## src/rtl/axi_aw_arb_pkg.sv

```systemverilog
// Shared constants for the AXI write-address arbiter: default widths and the
// two-state output-register encoding.
package axi_aw_arb_pkg;

  localparam int DEF_NUM_REQ = 4;
  localparam int DEF_ID_W    = 4;
  localparam int DEF_ADDR_W  = 32;
  localparam int DEF_LEN_W   = 8;

  // Output register occupancy: EMPTY means m_awvalid=0, FULL means m_awvalid=1.
  typedef logic [0:0] aw_state_t;
  localparam aw_state_t ST_EMPTY = 1'b0;
  localparam aw_state_t ST_FULL  = 1'b1;

endpackage

```

## src/rtl/axi_aw_arbiter_if.sv

```systemverilog
// Write-address bundle between NUM_REQ requesters, the arbiter and one
// downstream slave. The slave modport is the arbiter's view of the bundle.
interface axi_aw_arbiter_if
  import axi_aw_arb_pkg::*;
#(
  parameter int NUM_REQ = DEF_NUM_REQ,
  parameter int ID_W    = DEF_ID_W,
  parameter int ADDR_W  = DEF_ADDR_W,
  parameter int LEN_W   = DEF_LEN_W
);
  localparam int IDX_W = $clog2(NUM_REQ);

  logic [NUM_REQ-1:0]        s_awvalid;
  logic [NUM_REQ-1:0]        s_awready;
  logic [NUM_REQ*ID_W-1:0]   s_awid;
  logic [NUM_REQ*ADDR_W-1:0] s_awaddr;
  logic [NUM_REQ*LEN_W-1:0]  s_awlen;
  logic                      m_awvalid;
  logic                      m_awready;
  logic [IDX_W+ID_W-1:0]     m_awid;
  logic [ADDR_W-1:0]         m_awaddr;
  logic [LEN_W-1:0]          m_awlen;
  logic [IDX_W-1:0]          grant_idx;

  modport slave (
    input  s_awvalid, s_awid, s_awaddr, s_awlen, m_awready,
    output s_awready, m_awvalid, m_awid, m_awaddr, m_awlen, grant_idx
  );

  modport master (
    output s_awvalid, s_awid, s_awaddr, s_awlen, m_awready,
    input  s_awready, m_awvalid, m_awid, m_awaddr, m_awlen, grant_idx
  );

endinterface

```

## src/rtl/axi_aw_arbiter_rr.sv

```systemverilog
// Round-robin winner search with its rotating pointer. The search starts at
// ptr and wraps modulo NUM_REQ; the pointer moves past the winner on a grant.
module axi_rr_arbiter #(
  parameter  int NUM_REQ = 4,
  localparam int IDX_W   = $clog2(NUM_REQ)
) (
  input  logic               clk,
  input  logic               rst,
  input  logic [NUM_REQ-1:0] req,
  input  logic               open,
  output logic [NUM_REQ-1:0] grant_oh,
  output logic [IDX_W-1:0]   grant_idx,
  output logic               grant_vld
);

  logic [IDX_W-1:0] ptr_r;
  logic [IDX_W:0]   cand_s;
  logic             found_s;
  logic [IDX_W-1:0] win_s;

  function automatic logic [IDX_W-1:0] wrap_inc(input logic [IDX_W-1:0] idx);
    logic [IDX_W-1:0] res;
    if (idx == IDX_W'(NUM_REQ - 1)) begin
      res = '0;
    end else begin
      res = idx + 1'b1;
    end
    return res;
  endfunction

  // First asserted request at or above ptr, wrapping around NUM_REQ.
  always_comb begin
    found_s = 1'b0;
    win_s   = '0;
    cand_s  = '0;
    for (int k = 0; k < NUM_REQ; k++) begin
      cand_s = {1'b0, ptr_r} + (IDX_W+1)'(k);
      if (cand_s >= (IDX_W+1)'(NUM_REQ)) begin
        cand_s = cand_s - (IDX_W+1)'(NUM_REQ);
      end else begin
        cand_s = cand_s;
      end
      if (!found_s && req[cand_s[IDX_W-1:0]]) begin
        found_s = 1'b1;
        win_s   = cand_s[IDX_W-1:0];
      end else begin
        found_s = found_s;
      end
    end
  end

  // Grants are suppressed while reset is asserted so no requester sees ready.
  assign grant_vld = open & found_s & rst;
  assign grant_idx = win_s;
  assign grant_oh  = {{(NUM_REQ-1){1'b0}}, grant_vld} << win_s;

  // Pointer advances past the winner only when a request is actually taken.
  always_ff @(posedge clk or negedge rst) begin
    if (!rst) begin
      ptr_r <= '0;
    end else if (grant_vld) begin
      ptr_r <= wrap_inc(win_s);
    end else begin
      ptr_r <= ptr_r;
    end
  end

endmodule

```

## src/rtl/axi_aw_arbiter.sv

```systemverilog
// AXI write-address arbiter: round-robin selection among NUM_REQ requesters
// into a single registered output stage that sustains one transfer per cycle.
module axi_aw_arbiter
  import axi_aw_arb_pkg::*;
#(
  parameter int NUM_REQ = DEF_NUM_REQ,
  parameter int ID_W    = DEF_ID_W,
  parameter int ADDR_W  = DEF_ADDR_W,
  parameter int LEN_W   = DEF_LEN_W
) (
  input  logic             clk,
  input  logic             rst,
  axi_aw_arbiter_if.slave  bus
);

  localparam int IDX_W = $clog2(NUM_REQ);

  aw_state_t             state_r;
  logic [IDX_W+ID_W-1:0] id_r;
  logic [ADDR_W-1:0]     addr_r;
  logic [LEN_W-1:0]      len_r;
  logic [IDX_W-1:0]      gidx_r;

  logic                  open_s;
  logic                  accept_s;
  logic [NUM_REQ-1:0]    grant_oh_s;
  logic [IDX_W-1:0]      win_idx_s;
  logic [ID_W-1:0]       id_s;
  logic [ADDR_W-1:0]     addr_s;
  logic [LEN_W-1:0]      len_s;

  assign open_s = (state_r == ST_EMPTY) || bus.m_awready;

  axi_rr_arbiter #(.NUM_REQ(NUM_REQ)) u_rr (
    .clk       (clk),
    .rst       (rst),
    .req       (bus.s_awvalid),
    .open      (open_s),
    .grant_oh  (grant_oh_s),
    .grant_idx (win_idx_s),
    .grant_vld (accept_s)
  );

  // Payload mux: pick the winner's slice out of the packed request buses.
  always_comb begin
    id_s   = '0;
    addr_s = '0;
    len_s  = '0;
    for (int i = 0; i < NUM_REQ; i++) begin
      if (win_idx_s == IDX_W'(i)) begin
        id_s   = bus.s_awid[i*ID_W +: ID_W];
        addr_s = bus.s_awaddr[i*ADDR_W +: ADDR_W];
        len_s  = bus.s_awlen[i*LEN_W +: LEN_W];
      end else begin
        id_s   = id_s;
      end
    end
  end

  // Output register: reload on accept, drain on handshake, otherwise hold.
  always_ff @(posedge clk or negedge rst) begin
    if (!rst) begin
      state_r <= ST_EMPTY;
      id_r    <= '0;
      addr_r  <= '0;
      len_r   <= '0;
      gidx_r  <= '0;
    end else if (accept_s) begin
      state_r <= ST_FULL;
      id_r    <= {win_idx_s, id_s};
      addr_r  <= addr_s;
      len_r   <= len_s;
      gidx_r  <= win_idx_s;
    end else if (open_s) begin
      state_r <= ST_EMPTY;
    end else begin
      state_r <= state_r;
    end
  end

  assign bus.s_awready = grant_oh_s;
  assign bus.m_awvalid = (state_r == ST_FULL);
  assign bus.m_awid    = id_r;
  assign bus.m_awaddr  = addr_r;
  assign bus.m_awlen   = len_r;
  assign bus.grant_idx = gidx_r;

endmodule

```

## src/flat_wrapper.sv

```systemverilog
// flat-port wrapper written by rule: the top's interface ports become plain ports
module axi_aw_arbiter_flat import axi_aw_arb_pkg::*;
#(
  parameter int NUM_REQ = DEF_NUM_REQ,
  parameter int ID_W    = DEF_ID_W,
  parameter int ADDR_W  = DEF_ADDR_W,
  parameter int LEN_W   = DEF_LEN_W
)
  (clk, rst, bus_s_awvalid, bus_s_awid, bus_s_awaddr, bus_s_awlen, bus_m_awready, bus_s_awready, bus_m_awvalid, bus_m_awid, bus_m_awaddr, bus_m_awlen, bus_grant_idx);
  axi_aw_arbiter_if #(.NUM_REQ(NUM_REQ), .ID_W(ID_W), .ADDR_W(ADDR_W), .LEN_W(LEN_W)) bus_i ();
  input  logic clk;
  input  logic rst;
  input wire logic [$bits(bus_i.s_awvalid)-1:0] bus_s_awvalid;
  input wire logic [$bits(bus_i.s_awid)-1:0] bus_s_awid;
  input wire logic [$bits(bus_i.s_awaddr)-1:0] bus_s_awaddr;
  input wire logic [$bits(bus_i.s_awlen)-1:0] bus_s_awlen;
  input wire logic [$bits(bus_i.m_awready)-1:0] bus_m_awready;
  output wire logic [$bits(bus_i.s_awready)-1:0] bus_s_awready;
  output wire logic [$bits(bus_i.m_awvalid)-1:0] bus_m_awvalid;
  output wire logic [$bits(bus_i.m_awid)-1:0] bus_m_awid;
  output wire logic [$bits(bus_i.m_awaddr)-1:0] bus_m_awaddr;
  output wire logic [$bits(bus_i.m_awlen)-1:0] bus_m_awlen;
  output wire logic [$bits(bus_i.grant_idx)-1:0] bus_grant_idx;
  assign bus_i.s_awvalid = bus_s_awvalid;
  assign bus_i.s_awid = bus_s_awid;
  assign bus_i.s_awaddr = bus_s_awaddr;
  assign bus_i.s_awlen = bus_s_awlen;
  assign bus_i.m_awready = bus_m_awready;
  assign bus_s_awready = bus_i.s_awready;
  assign bus_m_awvalid = bus_i.m_awvalid;
  assign bus_m_awid = bus_i.m_awid;
  assign bus_m_awaddr = bus_i.m_awaddr;
  assign bus_m_awlen = bus_i.m_awlen;
  assign bus_grant_idx = bus_i.grant_idx;
  axi_aw_arbiter #(.NUM_REQ(NUM_REQ), .ID_W(ID_W), .ADDR_W(ADDR_W), .LEN_W(LEN_W)) u_core (.clk(clk), .rst(rst), .bus(bus_i));
endmodule
```

## config.mk

```make
export PLATFORM = sky130hd
export DESIGN_NAME = axi_aw_arbiter_flat
export DESIGN_NICKNAME = d
export VERILOG_FILES = /design/src/rtl/axi_aw_arb_pkg.sv /design/src/rtl/axi_aw_arbiter_if.sv /design/src/rtl/axi_aw_arbiter_rr.sv /design/src/rtl/axi_aw_arbiter.sv /design/src/flat_wrapper.sv
export SDC_FILE = /design/constraint.sdc
export NUM_CORES = 1
export LEC_CHECK = 0
export CORE_AREA = 2 2 92 94
export DETAILED_ROUTE_END_ITERATION = 10
export DIE_AREA = 0 0 94 96
export DONT_BUFFER_PORTS = 1
export SLEW_MARGIN = 25
export SYNTH_ARGS = -nofsm -noshare
export SYNTH_HDL_FRONTEND = slang
export SYNTH_HIERARCHICAL = 1
export SYNTH_SLANG_ARGS = --single-unit
```

## constraint.sdc

```tcl
create_clock -name clk -period 2.2 [get_ports clk]
set_clock_uncertainty 0.1 [all_clocks]
set_input_delay 0.33 -clock clk [delete_from_list [all_inputs] [get_ports clk]]
set_output_delay 0.33 -clock clk [all_outputs]
set_load 0.03 [all_outputs]
```

### Word-level counts from Yosys, hierarchy flattened

Cells that the tools add are included.

| word-level totals | value |
|---|---|
| bits in registers | 51 |
| input bits | 183 |
| output and inout bits | 53 |
| word-level logic and storage cells | 73 |

| cells by class | value |
|---|---|
| add/sub/neg operators | 8 |
| magnitude comparators | 8 |
| eq/ne operators | 3 |
| shifts and indexed selects | 1 |
| muxes and demuxes | 35 |
| bitwise logic cells | 3 |
| reduce and logical (&&, ||, !) cells | 9 |

Operators with widths:

| kind | count |
|---|---|
| 2-to-1 mux 32 bit | 4 |
| 2-to-1 mux 8 bit | 4 |
| 2-to-1 mux 2 bit | 9 |
| 2-to-1 mux 4 bit | 4 |
| < comparator 2 x 3 -> 1 bit (second input constant) | 4 |
| 2-to-1 mux 1 bit | 10 |
| greater-or-equal comparator 3 bit (second input constant) | 3 |
| binary-select mux 1 bit (select 2 bit) | 4 |
| subtractor 2 x 1 -> 2 bit (second input constant) | 4 |
| adder 2 x 2 -> 3 bit (second input constant) | 2 |
| == test 2 bit (second input constant) | 2 |
| left shift 1 x 2 -> 4 bit | 1 |
| adder 2 x 1 -> 3 bit (second input constant) | 1 |
| greater-or-equal comparator 2 x 3 -> 1 bit (second input constant) | 1 |
| logical AND 1 bit | 3 |
| logical NOT 1 bit | 3 |
| adder 2 x 1 -> 2 bit (second input constant) | 1 |
| bitwise AND 1 bit | 2 |
| == test 2 x 1 -> 1 bit (second input constant) | 1 |
| logical NOT 2 bit | 1 |
| nonzero test 2 bit | 1 |
| logical OR 1 bit | 1 |
| NOT 1 bit | 1 |

### Longest topological paths before layout

Gate-level depths: netlist (run 1).

| logic depth | value |
|---|---|
| depth in word-level cells | 19 |
| gate-level depth with buffers | 8 |
| mapped depth without buffers | 5 |

### By module

The synthesis (run 1) kept the hierarchy.

Modules (own cells, without submodules):

| module | times used | cells an instance | area each (um^2) | seq. area each (um^2) |
|---|---|---|---|---|
| axi_aw_arbiter | 1 | 256 | 2,929.1 | 1,176.1 |
| axi_rr_arbiter | 1 | 27 | 198.9 | 50.0 |

### Worst setup path before layout (run 1)

Ideal clock, no wire load.

| timing | value |
|---|---|
| kind | register to output |
| start | register u_core.u_rr.ptr_r[0] |
| end | output bus_s_awready[0] |
| arrival time | 1.948 ns |
| data required time | 1.770 ns |
| setup slack | -0.178 ns |
| stages on the path, launching flop included | 5 |
| path buffers | 0 |
| cells stage by stage | dfrtp_1 -> nor3b_1 -> a211oi_1 -> nor2_2 -> nor4_1 |

| between the ends | value |
|---|---|
| elaborated cells on any way between the ends | 40 |
| those cells by class | add/sub (7); order compare (4); shift (1); mux (20); bitwise (2); reduce/logical (6) |

RTL lines:

| item | line | RTL |
|---|---|---|
| from (decl) | axi_aw_arbiter_rr.sv:16 | `logic [IDX_W-1:0] ptr_r;` |
| from (signal assigned) | axi_aw_arbiter_rr.sv:62 | `ptr_r <= wrap_inc(win_s);` |
| from (signal assigned) | axi_aw_arbiter_rr.sv:64 | `ptr_r <= ptr_r;` |
| parallel branches: the longest is 13 deep, another holds adder 2 x 1 -> 3 bit | - |  |
| 2-to-1 mux 2 bit (*) | axi_aw_arbiter_rr.sv:43 | `if (!found_s && req[cand_s[IDX_W-1:0]]) begin` |
| named net u_core.win_idx_s[1] | axi_aw_arbiter.sv:27 | `logic [IDX_W-1:0] win_idx_s;` |
| left shift 1 x 2 -> 4 bit (*) | axi_aw_arbiter_rr.sv:55 | `assign grant_oh = {{(NUM_REQ-1){1'b0}}, grant_vld} << win_s;` |
| to (decl) | flat_wrapper.sv:18 | `output wire logic [$bits(bus_i.s_awready)-1:0] bus_s_awready;` |

Mark *: on every way through the listed nets, which the timed path passes. The select of a mux whose other input is x is not followed.

### Worst setup path in the final report (run 1)

| timing | value |
|---|---|
| start | register u_core.u_rr.ptr_r[1] |
| end | output bus_s_awready[0] |

Same word-level chain as after synthesis.

==> impl_metrics.ini, run 1 <==
[sta]
fmax_ghz = 0.453
hold_violations = 0
slew_viol_final = 0
fin_crit_ns = 2.21
fin_tns_setup_ns = -0.00719
rsz0062_at_grt = true
setup_slack_ns = -0.00719
setup_viol = 1
finalCritPeriodShare_pct = 100
maxSlewHeadroom_pct = 60.2
tightest_slew_ns = 0.597
holdWs_ns = 0.116

[logic_synthesis]
synth_top_area_share_pct = 39.2
synth_ff_type = dfrtp_1
yosys-top-cells-area = dfrtp_1 (39%), mux2i_1 (28%), o221ai_1 (12%)
syn_inst = 283
ys_warn_count = 6
ys_seq_area_share_pct = 39.2
synth_cell_type_count = 25
yosysMostFrequentCell = mux2i_1
synthTopCellsByCount = mux2i_1 (89), dfrtp_1 (49), nand2b_1 (49)
synth_top_area_cell = dfrtp_1
async_flop_share_pct = 100
avgSynthCellArea_sq_um = 11.1
synth_area_sq_um = 3130
syn_nets = 466
ys_ff_latch = 49
synth_edf_count = 0

[floorplan]
die-area_sq_um = 9020
die_y_um = 96
ios = 236
core_area_sq_um = 8050
dieWidth_um = 94
start_util_pct = 38.9
num_rows = 33

[clock_network]
cts_buffer_depth = 2
clock-root-buffer = clkbuf_8
cts.htree.levels = 2
cts_tree = yes
numCtsBuffers = 5
cts_sinks = 49
clk_latency_ns = 0.30
path_clk_slew_ns = 0.09

[setup_path]
r2r_slack_ns = 0.12
cpMaxStageDelayCell = dfrtp_2
crit_arrival_ns = 1.78
crit_cells = 5
crit_family = flip-flops
r2r_cells = 7
endpoint_kind = output pin
start_kind = flop
endpoint = bus_s_awready[0]
crit_start = u_core/u_rr/ptr_r[1]
cp.required_ns = 1.77
cpMostUsedCell = buf_4
r2r-start = u_core/u_rr/ptr_r[1]
r2r-end = u_core/bus.m_awid[1]
crit_path_max_fanout = 6
path_class = reg -> out
max_stage_delay_ns = 0.47
crit_chain = buf_4 -> a211oi_2 -> nor2_4 -> nor4_4 -> buf_4
path_buf_inv = 2

[detailed_routing]
routed_wl_um = 8540
drt-wirelength-per-cell_um = 21.5
drt_pass1_iterations = 4
viasPerCell = 6.03
drtAntennaViolNets = 0
drtIter0Drc = 60
route.detailed.drc = 0
vias = 2398

[placement]
place_ws_ns = 0.0935
dp_hpwl_um = 6080
place.gp.congestion = 0.755
dp.cells = 376
port_buffers = 0

[power_and_ir_drop]
p_switching_mw = 2.15
p_leak_nw = 1.61
pwr-share-clk_pct = 11.4
power_density_nw_per_um2 = 1260
ir_worst_vdd_mv = 0.535
p_int_mw = 2.38
power_frac_seq_pct = 51.0
swShare_pct = 47.5
p_comb_share_pct = 37.6

[finish]
syn_to_final_growth_pct = 15.3
layoutNonFillerInstCount = 398
num_antenna_cells = 0
nets = 475
drive_gt1_share_pct = 17.4

[global_routing]
grt_max_degree = 50
grt_pass1_wl_um = 11800
antenna_found_initial = 0
first_global_vias = 2385
grt-ovfl-total = 0
grt_usage_pct = 16.7

[worst_hold_path]
hold_path.class = in -> reg

[outcome]
violations = setup timing
status = complete, but fails checks

[flow_run]
drv_cap = 0
-- layout make-up --
type,count,area [sq um]
fillers,760,4450
multi-input cells,207,1810
flip-flops and latches,49,1230
repair buffers,28,348
well taps,105,131
clock buffers,6,72.6
clock inverters,2,10.0
inverters,1,3.75
-- power groups by stage --
stage / sequential (mW) / combinational (mW) / clock [mW]
after CTS: 2.31 / 1.55 / 0.546
after global placement: 2.32 / 1.36 / 0
after floorplan: 2.18 / 1.27 / 0
final: 2.31 / 1.70 / 0.518
after global routing: 2.36 / 1.85 / 0.577
after detailed placement: 2.32 / 1.40 / 0
-- worst register-to-register path, delay by kind of cell, from the launching register on --
kind	cells	cell delay [ns]
AO/OA/AOI/OAI	2	0.40
multiplexers	2	0.48
flip-flops	1	0.47
buffers and inverters	3	0.49
-- sequential cells by signal, summed over array words and instances (netlist names) --
register	count
u_core/bus.m_awaddr	32
u_core/bus.m_awid	6
u_core/bus.m_awvalid	1
u_core/u_rr/ptr_r	2
u_core/bus.m_awlen	8
-- cells in the final DEF (no fill, tap or decap), drive strengths merged, types with 5 or more instances in the layout --
master  count
o221ai     44
nand2       5
dfrtp      49
clkbuf      8
buf        25
nand2b     49
mux2i      89
nor2        8
-- what timing repair did --
action | CTS | global route
endpoints found under the hold margin | 49 | 0
hold buffers | 2 | 0
endpoints found under the setup margin | 4 | 33
pin swaps | 2 | 6
gates cloned | 1 | 2
gates resized for setup | 8 | 11
buffers inserted | 4 | 5
-- worst min-delay path by stage --
stage,slack (ns),from,to,cells after the start
2_1_floorplan,-0.07,rst,u_core/bus.m_awaddr[0],0
3_3_place_gp,-0.06,rst,u_core/bus.m_awaddr[21],0
3_5_place_dp,-0.06,rst,u_core/bus.m_awaddr[21],0
4_1_cts,0.11,bus_m_awready,u_core/bus.m_awvalid,2
5_1_grt,0.12,bus_m_awready,u_core/bus.m_awvalid,2
6_report,0.12,bus_m_awready,u_core/bus.m_awvalid,2
-- layer usage --
layer	share of wire, %	GRT usage [%]	vias up
li1	-	-	1082
met4	1.3	4.35	0
met1	36	16.9	1171
met5	0	0	-
met3	8.8	5.17	8
met2	53	33.0	137
-- metrics by stage --
step	utilization, %	power [mW]	area (sq um)
after floorplan	-	3.46	3140
after global placement	40.5	3.68	3260
after detailed placement	40.5	3.72	3260
after CTS	43.1	4.41	3470
after global routing	44.8	4.79	3610
final	44.8	4.53	3610
-- cells by family after synthesis --
group	Yosys count	synth area share [%]
and+or+nand+nor	66	12.3
DFF	49	39.2
buffers and inverters	27	5.44
AOI/OAI and AO/OA	50	13.9
muxes	90	28.8
xor gates and xnor gates	1	0.280
Note: power is estimated with default switching activity, not from simulation.
==> run 2: changes to the inputs <==
clock period = 2.7 ns   (was 2.2 ns; I/O delays follow)
==> impl_metrics.ini, run 2 (synthesis results as in run 1) <==
[outcome]
status = finished, final reports clean

[placement]
port_buffers = 0
dp_hpwl_um = 5820
placed_cell_area_sq_um = 3210
place.gp.congestion = 0.832

[power_and_ir_drop]
p_switching_mw = 1.67
swShare_pct = 48.7
pwr-share-clk_pct = 12.1
p_leak_nw = 1.49
p_int_mw = 1.76
ir_worst_vdd_mv = 0.427
power_density_nw_per_um2 = 1020
p_comb_share_pct = 33.1
power_frac_seq_pct = 54.8

[detailed_routing]
vias = 2323
drtAntennaViolNets = 0
route.detailed.drc = 0
viasPerCell = 6.05
routed_wl_um = 7910
drt-wirelength-per-cell_um = 20.6
drt_pass1_iterations = 4
drtIter0Drc = 34

[clock_network]
cts_buffer_depth = 2
numCtsBuffers = 5
clk_latency_ns = 0.29
clock-root-buffer = clkbuf_8
cts.htree.levels = 2
path_clk_slew_ns = 0.09
cts_tree = yes
cts_sinks = 49

[flow_run]
drv_cap = 0

[worst_hold_path]
hold_path.class = in -> reg

[finish]
syn_to_final_growth_pct = 6.88
fin_area_sq_um = 3340
final_common_cell = mux2i_1
mostFrequentLayoutCells = mux2i_1 (89), dfrtp_1 (49), nand2b_1 (48), o221ai_1 (44), buf_4 (9)
largest_reg_flops = 32
fillers = 786
nets = 461
num_antenna_cells = 0
drive_gt1_share_pct = 9.68

[global_routing]
met3_usage_pct = 4.07
grt_util_met2_pct = 30.2
grt_pass1_wl_um = 11000
antenna_found_initial = 0
grt-ovfl-total = 0
first_global_vias = 2230
grt_usage_pct = 15.8
grt_max_degree = 50
busiest_layer = met2
grt_use_met1_pct = 16.9

[floorplan]
core_area_sq_um = 8050
ios = 236
start_util_pct = 38.9
die-area_sq_um = 9020
dieWidth_um = 94
num_rows = 33
die_y_um = 96

[sta]
tightest_slew_ns = 0.687
fin_tns_setup_ns = 0
setup_viol = 0
slew_viol_final = 0
maxSlewHeadroom_pct = 53.8
hold_violations = 0
finalCritPeriodShare_pct = 93.1
fmax_ghz = 0.398
rsz0062_at_grt = false
fin_crit_ns = 2.51

[setup_path]
path_class = reg -> out
start_kind = flop
endpoint_kind = output pin
cp.required_ns = 2.19
crit_path_max_fanout = 16
r2r_slack_ns = 0.59
crit_arrival_ns = 2.01
==> run 2: cell types whose count changed in the layout (fill, tap and decap cells not counted), moves of 2 or more <==
cell / delta
buf_16: -2
buf_4: -8
buf_6: -2
clkbuf_16: -2
dfrtp_1: +2
dfrtp_2: -2
mux2i_1: +2
==> run 2: worst max-delay path, cell delays in order, from the launching register on <==
cell and delay (ns):
dfrtp_1 0.50, nand2b_1 0.14, nand2_1 0.18, nor2_4 0.39
nand2_1 0.16, nor3_1 0.16, buf_4 0.18
==> run 2: power groups by stage <==
stage / Clock [mW] / Sequential (mW) / Combinational [mW]
after global placement: 0 / 1.90 / 1.09
final: 0.414 / 1.88 / 1.13
after CTS: 0.440 / 1.88 / 1.15
after global routing: 0.461 / 1.92 / 1.26
after floorplan: 0 / 1.78 / 1.03
after detailed placement: 0 / 1.89 / 1.13
==> run 2: worst paths after layout <==
path | startpoint | end | cells past startpoint
min in group asynchronous | rst | u_core/bus.m_awaddr[11] | 2
min | bus_m_awready | u_core/bus.m_awvalid | 2
min reg2reg | u_core/u_rr/ptr_r[0] | u_core/u_rr/ptr_r[0] | 1
max in group asynchronous | rst | u_core/bus.m_awaddr[4] | 2
max | u_core/bus.m_awvalid | bus_s_awready[3] | 6
max reg2reg | u_core/bus.m_awvalid | u_core/bus.m_awid[4] | 5
==> run 2: area by class of cell <==
cell class / count / area, sq um / share of cell area [%]
multi-input combinational: 208 / 1750 / 52.5
sequential: 49 / 1230 / 36.7
timing repair buffer: 13 / 145 / 4.34
tap: 105 / 131 / 3.93
clock buffer: 6 / 72.6 / 2.17
clock inverter: 2 / 10.0 / 0.299
inverter: 1 / 3.75 / 0.112
==> run 2: layer usage <==
| layer | part of all wire (%) | up-vias |
|---|---|---|
| li1 | - | 1058 |
| met1 | 37 | 1111 |
| met3 | 9.5 | 5 |
| met2 | 52 | 149 |
| met5 | 0 | - |
| met4 | 1.0 | 0 |
==> run 2: per-stage QoR <==
step	total power [mW]	hold slack [ns]	worst slack, ns	std cells	util, %
floorplan	2.81	0.00941	0.232	283	-
global placement	2.99	0.0104	0.451	373	39.9
detailed placement	3.02	0.0104	0.387	373	39.9
CTS	3.47	0.206	0.0461	383	41.4
global route	3.65	0.210	0.0395	384	41.5
finish	3.43	0.205	0.187	384	41.5
==> run 2: timing repair <==
action,in CTS,in global routing
hold endpoints to repair,49,0
hold buffers,2,0
endpoints found under the setup margin,0,2
gates resized for setup,0,1
buffers inserted,0,0
==> run 3: changes to the inputs <==
ABC_AREA = 1   (was unset)
CORE_AREA = unset   (was 2 2 92 94)
CORE_MARGIN = 2   (was unset)
CORE_UTILIZATION = 45   (was unset)
CTS_BUF_LIST = sky130_fd_sc_hd__clkbuf_4 sky130_fd_sc_hd__clkbuf_8 sky130_fd_sc_hd__clkbuf_16   (was unset)
DIE_AREA = unset   (was 0 0 94 96)
==> impl_metrics.ini, run 3 <==
[global_routing]
grt_max_degree = 50
grt_usage_pct = 22.7
first_global_vias = 3297
antenna_found_initial = 0
grt_pass1_wl_um = 15900
grt-ovfl-total = 0

[sta]
slew_viol_final = 0
fin_crit_ns = 2.54
maxSlewHeadroom_pct = 58.3
fin_tns_setup_ns = 0
finalCritPeriodShare_pct = 94.1
fmax_ghz = 0.393
rsz0062_at_grt = false
setup_slack_ns = 0.158
tightest_slew_ns = 0.625
setup_viol = 0
hold_violations = 0

[setup_path]
crit_family = simple AND/OR/NAND/NOR gates
path_class = reg -> out
crit_chain = buf_4 -> nand2_1 -> nand2_1 -> nand2_2 -> nand2_2 -> nor2_4 -> nand3_2 -> nand3_1 -> nand2_2 -> inv_4 -> nand2_1 -> inv_2
max_stage_delay_ns = 0.46
r2r_slack_ns = 0.25
start_kind = flop
r2r-start = u_core/u_rr/ptr_r[0]
r2r-end = u_core/bus.m_awaddr[11]
crit_arrival_ns = 2.04
path_buf_inv = 3
cpMaxStageDelayCell = dfrtp_2
r2r_cells = 15
cp.required_ns = 2.19
crit_path_max_fanout = 8
endpoint_kind = output pin

[worst_hold_path]
hold_start = bus_m_awready
hold_path.class = in -> reg
min_to = u_core/bus.m_awvalid
holdPathStages = 3

[logic_synthesis]
avgSynthCellArea_sq_um = 6.37
synth_top_area_share_pct = 33.4
synth_top_area_cell = dfrtp_1
synth_ff_type = dfrtp_1
synth_cell_type_count = 25
async_flop_share_pct = 100
syn_inst = 576
yosysMostFrequentCell = nand2_1
synth_area_sq_um = 3670
yosys-top-cells-area = dfrtp_1 (33%), nand2_1 (21%), nand3_1 (12%)
ys_warn_count = 6
synthTopCellsByCount = nand2_1 (209), nor2_1 (92), nand3_1 (91)
synth_edf_count = 0
ys_ff_latch = 49
ys_seq_area_share_pct = 33.4
syn_nets = 759

[finish]
regArea_sq_um = 1230
drive_gt1_share_pct = 9.34
num_antenna_cells = 0
nets = 739
syn_to_final_growth_pct = 1.87
largest_reg_flops = 32
layoutNonFillerInstCount = 659
post-route-util_pct = 47.9
final_common_cell = nand2_1
fillers = 825
multi_input_area_sq_um = 2050
mostFrequentLayoutCells = nand2_1 (209), nor2_1 (92), nand3_1 (91), dfrtp_1 (48), o21ai_1 (40)

[clock_network]
numCtsBuffers = 5
clock-root-buffer = clkbuf_8
cts_buffer_depth = 2
clk_latency_ns = 0.29
cts_tree = yes
cts.htree.levels = 2
path_clk_slew_ns = 0.09
cts_sinks = 49

[floorplan]
ios = 236
dieWidth_um = 94.3
die-area_sq_um = 8900
num_rows = 32
core_area_sq_um = 7810
start_util_pct = 47.0
die_y_um = 94.3

[detailed_routing]
drtAntennaViolNets = 0
vias = 3551
drt-wirelength-per-cell_um = 16.2
drtIter0Drc = 112
drt_pass1_iterations = 4
routed_wl_um = 10700
viasPerCell = 5.39
route.detailed.drc = 0

[flow_run]
drv_cap = 0

[power_and_ir_drop]
power_density_nw_per_um2 = 1980
ir_worst_vdd_mv = 1.23
power_mw = 7.40
p_leak_nw = 1.92

[placement]
dp.cells = 646
place_ws_ns = 0.135
dp_hpwl_um = 7740
port_buffers = 0
place.gp.congestion = 0.841

[outcome]
status = finished, final reports clean
==> run 3: changes by cell type in the layout (fill, tap and decap cells not counted), moves of 4 or more <==
cell	previous run	this run
nand2_1	4	209
nand3_1	0	91
mux2i_1	89	0
nor2_1	6	92
nand2b_1	48	0
o221ai_1	44	0
o21ai_1	0	40
inv_1	1	13
nand2_2	1	9
inv_2	0	7
o21ai_0	1	6
nand2_4	0	4
nand3_2	0	4
==> run 3: per-layer routing <==
layer	up-vias	wire length, um	global-route usage [%]	share of wire, %
met1	1606	4210	28.1	39
met4	0	100	5.92	0.94
met2	153	5350	39.2	50
met3	8	1010	6.10	9.4
met5	-	0	0	0
li1	1784	-	-	-
==> run 3: cells by family (layout without fill, tap and decap cells) <==
kind of cell | after synthesis | count (layout) | synth area share [%]
AND/OR/NAND/NOR | 414 | 414 | 48.6
buffers and inverters | 62 | 43 | 10.8
AO/OA/AOI/OAI | 51 | 51 | 7.19
flip-flops | 49 | 49 | 33.4
==> run 3: worst min-delay path, delay by kind of cell <==
family / cells / cell delay (ns)
AND/OR/NAND/NOR: 2 / 0.11
buffers and inverters: 1 / 0.02
==> run 3: stage by stage <==
stage,area (sq um),hold slack [ns]
after floorplan,3670,0.00941
after global placement,3580,0.0108
after detailed placement,3580,0.0114
after CTS,3710,0.159
after global routing,3740,0.203
final,3740,0.171
==> run 3: what timing repair did <==
action	4_1_cts	5_1_grt
setup endpoints to repair	2	28
endpoints found under the hold margin	49	0
buffers inserted	0	3
gates resized for setup	2	1
hold buffers	2	0
==> run 3: how the worst max path moves through the flow <==
stage,startpoint,end,slack (ns),cells past startpoint
floorplan,u_core/u_rr/ptr_r[0],bus_s_awready[3],0.55,12
global placement,u_core/u_rr/ptr_r[0],u_core/bus.m_awid[1],0.22,14
CTS,u_core/u_rr/ptr_r[0],bus_s_awready[2],0.05,11
finish,u_core/u_rr/ptr_r[0],bus_s_awready[2],0.16,12
global route,u_core/u_rr/ptr_r[0],bus_s_awready[2],0.007,12
detailed placement,u_core/u_rr/ptr_r[0],u_core/bus.m_awaddr[19],0.13,15
==> run 3: power by group <==
part           total (mW)  leakage, nW  switching (mW)  internal [mW]
logic                4.86         1.27            3.32           1.54
clock network       0.443       0.0453           0.239          0.204
registers            2.10        0.607           0.998           1.10
==> run 3: area by class of cell <==
| class | count | area share, % |
|---|---|---|
| tap | 102 | 3.41 |
| timing repair buffer | 14 | 4.42 |
| clock buffer | 7 | 2.24 |
| sequential | 49 | 32.8 |
| inverter | 21 | 2.17 |
| multi-input combinational | 465 | 54.7 |
| clock inverter | 1 | 0.201 |
